`src/rtl/div_pkg.sv`:
```
`default_nettype none
// ============================================================================
// Module      : div_pkg
// Description : Shared funct3 encodings, divider state encoding and helpers.
// Revision    : 1.0 - initial release
// ============================================================================
package div_pkg;

    localparam logic [2:0] FUNCT3_DIV  = 3'b100;
    localparam logic [2:0] FUNCT3_DIVU = 3'b101;
    localparam logic [2:0] FUNCT3_REM  = 3'b110;
    localparam logic [2:0] FUNCT3_REMU = 3'b111;

    typedef enum logic [1:0] {
        S_IDLE  = 2'd0,
        S_CALC  = 2'd1,
        S_FIXUP = 2'd2,
        S_DONE  = 2'd3
    } div_state_e;

    // Two's-complement negate when i_neg is set, pass through otherwise.
    function automatic logic [31:0] neg_if(input logic i_neg, input logic [31:0] i_val);
        return i_neg ? (~i_val + 32'd1) : i_val;
    endfunction

endpackage
`default_nettype wire

```
`src/rtl/div_if.sv`:
```
`default_nettype none
// ============================================================================
// Module      : div_if
// Description : Request/writeback bundle between issue logic and the divider.
// Revision    : 1.0 - initial release
// ============================================================================
interface div_if #(
    parameter int XLEN = 32
);
    logic            div_request_i;
    logic [31:0]     inst_i;
    logic [XLEN-1:0] rs1_value_i;
    logic [XLEN-1:0] rs2_value_i;
    logic            busy_o;
    logic            writeback_valid_o;
    logic [XLEN-1:0] writeback_value_o;

    modport master (
        output div_request_i,
        output inst_i,
        output rs1_value_i,
        output rs2_value_i,
        input  busy_o,
        input  writeback_valid_o,
        input  writeback_value_o
    );

    modport slave (
        input  div_request_i,
        input  inst_i,
        input  rs1_value_i,
        input  rs2_value_i,
        output busy_o,
        output writeback_valid_o,
        output writeback_value_o
    );
endinterface
`default_nettype wire

```
`src/rtl/div_step.sv`:
```
`default_nettype none
// ============================================================================
// Module      : div_step
// Description : One restoring shift-subtract-select step on unsigned values.
// Revision    : 1.0 - initial release
// ============================================================================
module div_step #(
    parameter int XLEN = 32
) (
    input  wire logic [XLEN-1:0] i_rem,
    input  wire logic [XLEN-1:0] i_dividend,
    input  wire logic [XLEN-1:0] i_divisor,
    output logic      [XLEN-1:0] o_rem,
    output logic      [XLEN-1:0] o_dividend
);

    logic [XLEN:0] w_shift;
    logic [XLEN:0] w_diff;

    // The remainder stays below the divisor, so the shifted value never needs
    // more than one extra bit and w_diff's MSB is a clean borrow flag.
    assign w_shift    = {i_rem, i_dividend[XLEN-1]};
    assign w_diff     = w_shift - {1'b0, i_divisor};
    assign o_rem      = w_diff[XLEN] ? w_shift[XLEN-1:0] : w_diff[XLEN-1:0];
    assign o_dividend = {i_dividend[XLEN-2:0], ~w_diff[XLEN]};

endmodule
`default_nettype wire

```
`src/rtl/div.sv`:
```
`default_nettype none
// ============================================================================
// Module      : div
// Description : Iterative radix-2 DIV/DIVU/REM/REMU unit with busy stall.
//               Define DIV_FAST_SPECIAL_EN for a one-cycle divide-by-zero and
//               signed-overflow path.
// Revision    : 1.0 - initial release
// ============================================================================
module div
    import div_pkg::*;
#(
    parameter int XLEN = 32
) (
    input  wire logic clk_i,
    input  wire logic reset_i,
    div_if.slave      bus
);

    localparam int c_cnt_w = $clog2(XLEN);

    div_state_e       r_state;
    div_state_e       w_state_nxt;
    logic [c_cnt_w-1:0] r_cnt;
    logic [XLEN-1:0]  r_quot;
    logic [XLEN-1:0]  r_rem;
    logic [XLEN-1:0]  r_divisor;
    logic [XLEN-1:0]  r_result;
    logic             r_sel_rem;
    logic             r_neg_q;
    logic             r_neg_r;

    logic [2:0]       w_funct3;
    logic             w_accept;
    logic             w_signed;
    logic             w_rs2_zero;
    logic [XLEN-1:0]  w_mag1;
    logic [XLEN-1:0]  w_mag2;
    logic             w_neg_q;
    logic             w_neg_r;
    logic             w_fast;
    logic [XLEN-1:0]  w_fast_result;
    logic [XLEN-1:0]  w_step_rem;
    logic [XLEN-1:0]  w_step_quot;
    logic [XLEN-1:0]  w_quot_fix;
    logic [XLEN-1:0]  w_rem_fix;
    logic             w_unused_inst;

    assign w_funct3      = bus.inst_i[14:12];
    assign w_unused_inst = ^{bus.inst_i[31:15], bus.inst_i[11:0]};
    assign w_accept      = (r_state == S_IDLE) && bus.div_request_i && w_funct3[2];
    assign w_signed      = ~w_funct3[0];
    assign w_rs2_zero    = (bus.rs2_value_i == '0);
    assign w_mag1        = neg_if(w_signed & bus.rs1_value_i[XLEN-1], bus.rs1_value_i);
    assign w_mag2        = neg_if(w_signed & bus.rs2_value_i[XLEN-1], bus.rs2_value_i);
    assign w_neg_q       = (bus.rs1_value_i[XLEN-1] ^ bus.rs2_value_i[XLEN-1])
                           & w_signed & ~w_rs2_zero;
    assign w_neg_r       = bus.rs1_value_i[XLEN-1] & w_signed;

`ifdef DIV_FAST_SPECIAL_EN
    logic w_ovf;
    assign w_ovf  = w_signed && (bus.rs1_value_i == {1'b1, {(XLEN-1){1'b0}}})
                    && (bus.rs2_value_i == '1);
    assign w_fast = w_rs2_zero | w_ovf;
    // Both special cases reduce to either all-ones, zero or the raw dividend.
    always_comb begin
        w_fast_result = '0;
        if (w_rs2_zero)
            w_fast_result = w_funct3[1] ? bus.rs1_value_i : '1;
        else
            w_fast_result = w_funct3[1] ? '0 : bus.rs1_value_i;
    end
`else
    assign w_fast        = 1'b0;
    assign w_fast_result = '0;
`endif

    div_step #(
        .XLEN(XLEN)
    ) u_step (
        .i_rem      (r_rem),
        .i_dividend (r_quot),
        .i_divisor  (r_divisor),
        .o_rem      (w_step_rem),
        .o_dividend (w_step_quot)
    );

    assign w_quot_fix = neg_if(r_neg_q, r_quot);
    assign w_rem_fix  = neg_if(r_neg_r, r_rem);

    always_ff @(posedge clk_i) begin
        if (reset_i)
            r_state <= S_IDLE;
        else
            r_state <= w_state_nxt;
    end

    always_comb begin
        w_state_nxt           = r_state;
        bus.busy_o            = 1'b0;
        bus.writeback_valid_o = 1'b0;
        case (r_state)
            S_IDLE: begin
                if (w_accept)
                    w_state_nxt = w_fast ? S_DONE : S_CALC;
            end
            S_CALC: begin
                bus.busy_o = 1'b1;
                if (r_cnt == '0)
                    w_state_nxt = S_FIXUP;
            end
            S_FIXUP: begin
                bus.busy_o  = 1'b1;
                w_state_nxt = S_DONE;
            end
            S_DONE: begin
                bus.busy_o            = 1'b1;
                bus.writeback_valid_o = 1'b1;
                w_state_nxt           = S_IDLE;
            end
            default: w_state_nxt = S_IDLE;
        endcase
    end

    // r_quot starts as the dividend magnitude and fills with quotient bits
    // as the dividend bits shift out of its top.
    always_ff @(posedge clk_i) begin
        if (reset_i) begin
            r_cnt     <= '0;
            r_quot    <= '0;
            r_rem     <= '0;
            r_divisor <= '0;
            r_result  <= '0;
            r_sel_rem <= 1'b0;
            r_neg_q   <= 1'b0;
            r_neg_r   <= 1'b0;
        end else begin
            case (r_state)
                S_IDLE: begin
                    if (w_accept) begin
                        r_cnt     <= c_cnt_w'(XLEN - 1);
                        r_quot    <= w_mag1;
                        r_rem     <= '0;
                        r_divisor <= w_mag2;
                        r_sel_rem <= w_funct3[1];
                        r_neg_q   <= w_neg_q;
                        r_neg_r   <= w_neg_r;
                        if (w_fast)
                            r_result <= w_fast_result;
                    end
                end
                S_CALC: begin
                    r_rem  <= w_step_rem;
                    r_quot <= w_step_quot;
                    r_cnt  <= r_cnt - c_cnt_w'(1);
                end
                S_FIXUP: begin
                    r_result <= r_sel_rem ? w_rem_fix : w_quot_fix;
                end
                default: ;
            endcase
        end
    end

    assign bus.writeback_value_o = r_result;

endmodule
`default_nettype wire

```
`src/flat_wrapper.sv`:
```
// flat-port wrapper written by rule: the top's interface ports become plain ports
module div_flat import div_pkg::*;
#(
    parameter int XLEN = 32
)
  (clk_i, reset_i, bus_div_request_i, bus_inst_i, bus_rs1_value_i, bus_rs2_value_i, bus_busy_o, bus_writeback_valid_o, bus_writeback_value_o);
  div_if #(.XLEN(XLEN)) bus_i ();
  input  wire logic clk_i;
  input  wire logic reset_i;
  input wire logic [$bits(bus_i.div_request_i)-1:0] bus_div_request_i;
  input wire logic [$bits(bus_i.inst_i)-1:0] bus_inst_i;
  input wire logic [$bits(bus_i.rs1_value_i)-1:0] bus_rs1_value_i;
  input wire logic [$bits(bus_i.rs2_value_i)-1:0] bus_rs2_value_i;
  output wire logic [$bits(bus_i.busy_o)-1:0] bus_busy_o;
  output wire logic [$bits(bus_i.writeback_valid_o)-1:0] bus_writeback_valid_o;
  output wire logic [$bits(bus_i.writeback_value_o)-1:0] bus_writeback_value_o;
  assign bus_i.div_request_i = bus_div_request_i;
  assign bus_i.inst_i = bus_inst_i;
  assign bus_i.rs1_value_i = bus_rs1_value_i;
  assign bus_i.rs2_value_i = bus_rs2_value_i;
  assign bus_busy_o = bus_i.busy_o;
  assign bus_writeback_valid_o = bus_i.writeback_valid_o;
  assign bus_writeback_value_o = bus_i.writeback_value_o;
  div #(.XLEN(XLEN)) u_core (.clk_i(clk_i), .reset_i(reset_i), .bus(bus_i));
endmodule
```
`config.mk`:
```
export PLATFORM = sky130hd
export DESIGN_NAME = div_flat
export DESIGN_NICKNAME = d
export VERILOG_FILES = /design/src/rtl/div_pkg.sv /design/src/rtl/div_if.sv /design/src/rtl/div_step.sv /design/src/rtl/div.sv /design/src/flat_wrapper.sv
export SDC_FILE = /design/constraint.sdc
export NUM_CORES = 1
export LEC_CHECK = 0
export ABC_CLOCK_PERIOD_IN_PS = 3700
export CAP_MARGIN = 10
export CORE_MARGIN = 1.5
export CORE_UTILIZATION = 41
export DETAILED_ROUTE_END_ITERATION = 10
export PLACE_DENSITY = 0.64
export SYNTH_ARGS = -nofsm -noshare
export SYNTH_HDL_FRONTEND = slang
export SYNTH_SLANG_ARGS = --single-unit
```
`constraint.sdc`:
```
create_clock -name clk_i -period 3.7 [get_ports clk_i]
set_input_delay 0.74 -clock clk_i [delete_from_list [all_inputs] [get_ports clk_i]]
set_output_delay 0.74 -clock clk_i [all_outputs]
set_load 0.01 [all_outputs]
```
==> summary.md <==
| Metric | Value |
|---|---|
| Achievable Freq | 291 MHz |
| Register area share after synthesis | 27.5% |
| Die Ht | 160 um |
| Worst Hold Slack | 0.470 ns |
| Die X | 160 um |
| Netlist cell types | 71 |
| Avg Inst Size Synth | 7.45 um2 |
| First-pass GRT wire length | 45,700 um |
| Peak VDD IR | 0.000374 V |
| Number of setup buffers added after CTS | 0 |
| Pwr per Cell Area | 561 nW/um2 |
| Total core area | 24,200 um2 |
| Share of layout cells above drive strength 1 | 6.65% |
| Worst path cell trace | inv_1 -> ha_1 -> fa_1 -> nand2b_1 -> a21oi_1 -> o211ai_1 -> a21oi_1 -> o2111ai_1 -> a2111oi_0 -> o22ai_1 -> mux2_2 -> nand2_1 |
| Initial Util | 41.6% |
| Clock skew | 0.00878 ns |
| Hold depth | 2 |
| Final Hold Fails | 0 |
| Vias | 9,621 |
| I/O Buffers | 103 |
| Yosys top cell by area | dfxtp_1 |
| Clock sink count | 138 |
| Post-synthesis async set-or-reset flop share | 0% |
| Pin count of the biggest net entering global routing | 56 |
| DRT iter0 DRCs | 666 |
| DRC | 0 |
| Cell count after synthesis | 1,349 |
| Top post-synthesis cells by area | dfxtp_1, nand2_1, xnor2_1 |
| CP endpoint kind | flop |
| Predominant post-synthesis flop cell | dfxtp_1 |
| Commonest non-fill, non-tap cell in the layout | nand2_1 |
| Max cap viols | 0 |
| Worst-Margin Slew | 1.07 ns |
| Slew margin rel. | 28.6% |
| Syn_nets | 1,492 |
| Fillers | 2,367 |
| Cell Count, Final, Fillers Out | 1,767 |
| CTS H-tree depth | 4 |
| Final setup vio count | 0 |
| Number of enable flip-flop cells after synthesis | 0 |
| Bufs and invs on worst path | 1 |
| Reg clk slew, reported paths | 0.06 ns |
| Hold Crit Class | reg2reg |
| Top Ports | 133 |
| Req. time, crit path | 4.07 ns |
| Worst-path fanout max | 3 |
| Cell repeated most along the worst path | a21oi_1 |
| Flip-flop and latch count after synthesis | 138 |
| Leak | 0.00442 uW |
| Yosys top cell area share | 27.5% |
| Cells after DPL | 1,738 |
| GR Util All Layers | 21.8% |
| Final ANT Viol Nets | 0 |
| Fin crit share | 93.0% |
| Antenna Cells | 0 |
| Clock root cell | clkbuf_16 |
| CTS tree | yes |
| Nets | 1,576 |
| Final Cell Area | 12,100 um2 |
| Total CTS buffers | 17 |
| Number of hold buffers added after CTS | 0 |
| CTS max path bufs | 2 |
| CP max stage delay | 0.68 ns |
| RSZ-0062 raised after global routing | false |
| Initial antenna violation count | 0 |
| DPL Wire Length | 20,600 um |
| Placed cell area | 11,500 um2 |
| Crit path depth | 12 |
| Routed len/inst | 15.6 um |
| Total grt overflow | 0 |
| Vias/cell | 5.44 |
| Outcome | complete, no violations |
| RD Place Congestion | 0.879 |
| YS warnings | 0 |
| WS Path Type | reg2reg |
| FF-to-FF path depth | 12 |
| Post-Syn Area | 10,000 um2 |
| TritonRoute pass-1 iters | 5 |
| Critical-path top delay cell | a2111oi_0 |
| P&R area growth vs syn | 20.4% |
| Crit-path leading delay family | compound AO/OA/AOI/OAI gates |
| Sum Neg Setup Slack | 0 ns |
| Vias in the first global route | 8,873 |
| Crit start category | flop |
| Fin crit period | 3.44 ns |
| Max-slew violations | 0 |
| DRT Wirelength | 27,600 um |
| Post-CTS resize count | 0 |
| Clk Latency, worst-skew pair | 0.43 ns |
| CP Data Arrival Time | 3.81 ns |
| # rows | 57 |
| Die area | 25,500 um2 |
| Commonest cells after routing, fill and taps aside | nand2_1, dfxtp_1, nor2_1 |
[state kept, by name, summed over array words and instances (netlist names), 2 cells and up]
name                          count
u_core.r_rem                     32
u_core.r_quot                    32
u_core.bus.writeback_value_o     32
u_core.r_state                    2
u_core.r_divisor                 32
u_core.r_cnt                      5
[kinds of logic (layout without fill, tap and decap cells)]
kind of cell               count (synthesis)  after routing  share of synthesized area [%]
muxes                                     40             40                           4.00
buffers and inverters                    137            231                           5.23
adders and majority gates                 44             44                           5.55
AOI/OAI and AO/OA                        391            391                           24.1
DFF                                      138            138                           27.5
and+or+nand+nor                          458            458                           21.3
xor gates and xnor gates                 141            141                           12.3
[cell type report]
type                            instances  area (um2)  share of cell area (%)
Multi-Input combinational cell       1074        6770                    56.0
Sequential cell                       138        2760                    22.8
Timing Repair Buffer                  141        1310                    10.9
Clock buffer                           18         439                    3.63
Tap cell                              324         405                    3.35
Inverter                               61         229                    1.89
Clock inverter                         11         174                    1.44
[worst register-to-register path, delay by kind of cell, from the launching register on]
kind | cells | cell delay, ns
AOI/OAI and AO/OA | 6 | 1.73
DFF | 1 | 0.37
buffers and inverters | 1 | 0.09
muxes | 1 | 0.31
adders and majority gates | 2 | 0.63
and+or+nand+nor | 2 | 0.27
[report_power, final]
part           total, uW  internal (uW)  switching, uW  leakage (uW)
logic               3020           1200           1820       0.00300
clock network       1810           1140            673      0.000290
registers           1960           1710            252       0.00112
total               6790           4040           2740       0.00442
[Yosys cell counts, types with 3 or more instances]
library cell  number
o211ai_1          19
nor3_1            18
a21oi_1          117
dfxtp_1          138
o21bai_1           7
buf_2              3
and2_1             3
a221oi_1           3
o21ai_0           92
a21boi_0           3
o41ai_1            7
nor3b_1            5
nor2b_1            5
nand3_1           25
and3_1             3
nor4_1            11
o221ai_1           4
xnor2_1           71
o31ai_1           24
nor2_1           130
a21o_1             5
nand4_1            4
inv_1             60
o21a_1             4
clkbuf_1          66
o31ai_2            4
o21ai_1           25
ha_1              43
or2_2              4
xor2_1            70
or4_1              8
buf_1              6
a211o_1            3
nand2_1          178
mux2i_1           39
nand2b_1          28
or3_1             16
a31oi_1           16
or4_4              3
a311oi_1           7
a211oi_1          33
[worst paths after layout]
path	to	slack, ns	from
hold / removal	u_core.bus.writeback_value_o[23]	0.47	u_core.bus.writeback_value_o[23]
setup / recovery	u_core.r_rem[30]	0.26	u_core.r_quot[31]
hold reg to reg	u_core.bus.writeback_value_o[23]	0.47	u_core.bus.writeback_value_o[23]
setup reg to reg	u_core.r_rem[30]	0.26	u_core.r_quot[31]
[per-stage QoR]
step | setup WS (ns) | util [%] | power [uW]
after floorplan | 0.731 | - | 4150
after global placement | 0.115 | 47.5 | 4920
after detailed placement | 0.0480 | 47.5 | 4960
after CTS | 0.350 | 50.0 | 6790
after global routing | 0.0925 | 50.0 | 7270
final | 0.259 | 50.0 | 6790
[per-layer routing]
metal,track usage [%],part of all wire (%),wire [um]
met5,0,0,0
met4,4.03,0.77,212
met3,3.15,3.7,1010
met2,35.8,46,12800
met1,30.5,49,13600
Power figures use the tool's default switching activity.
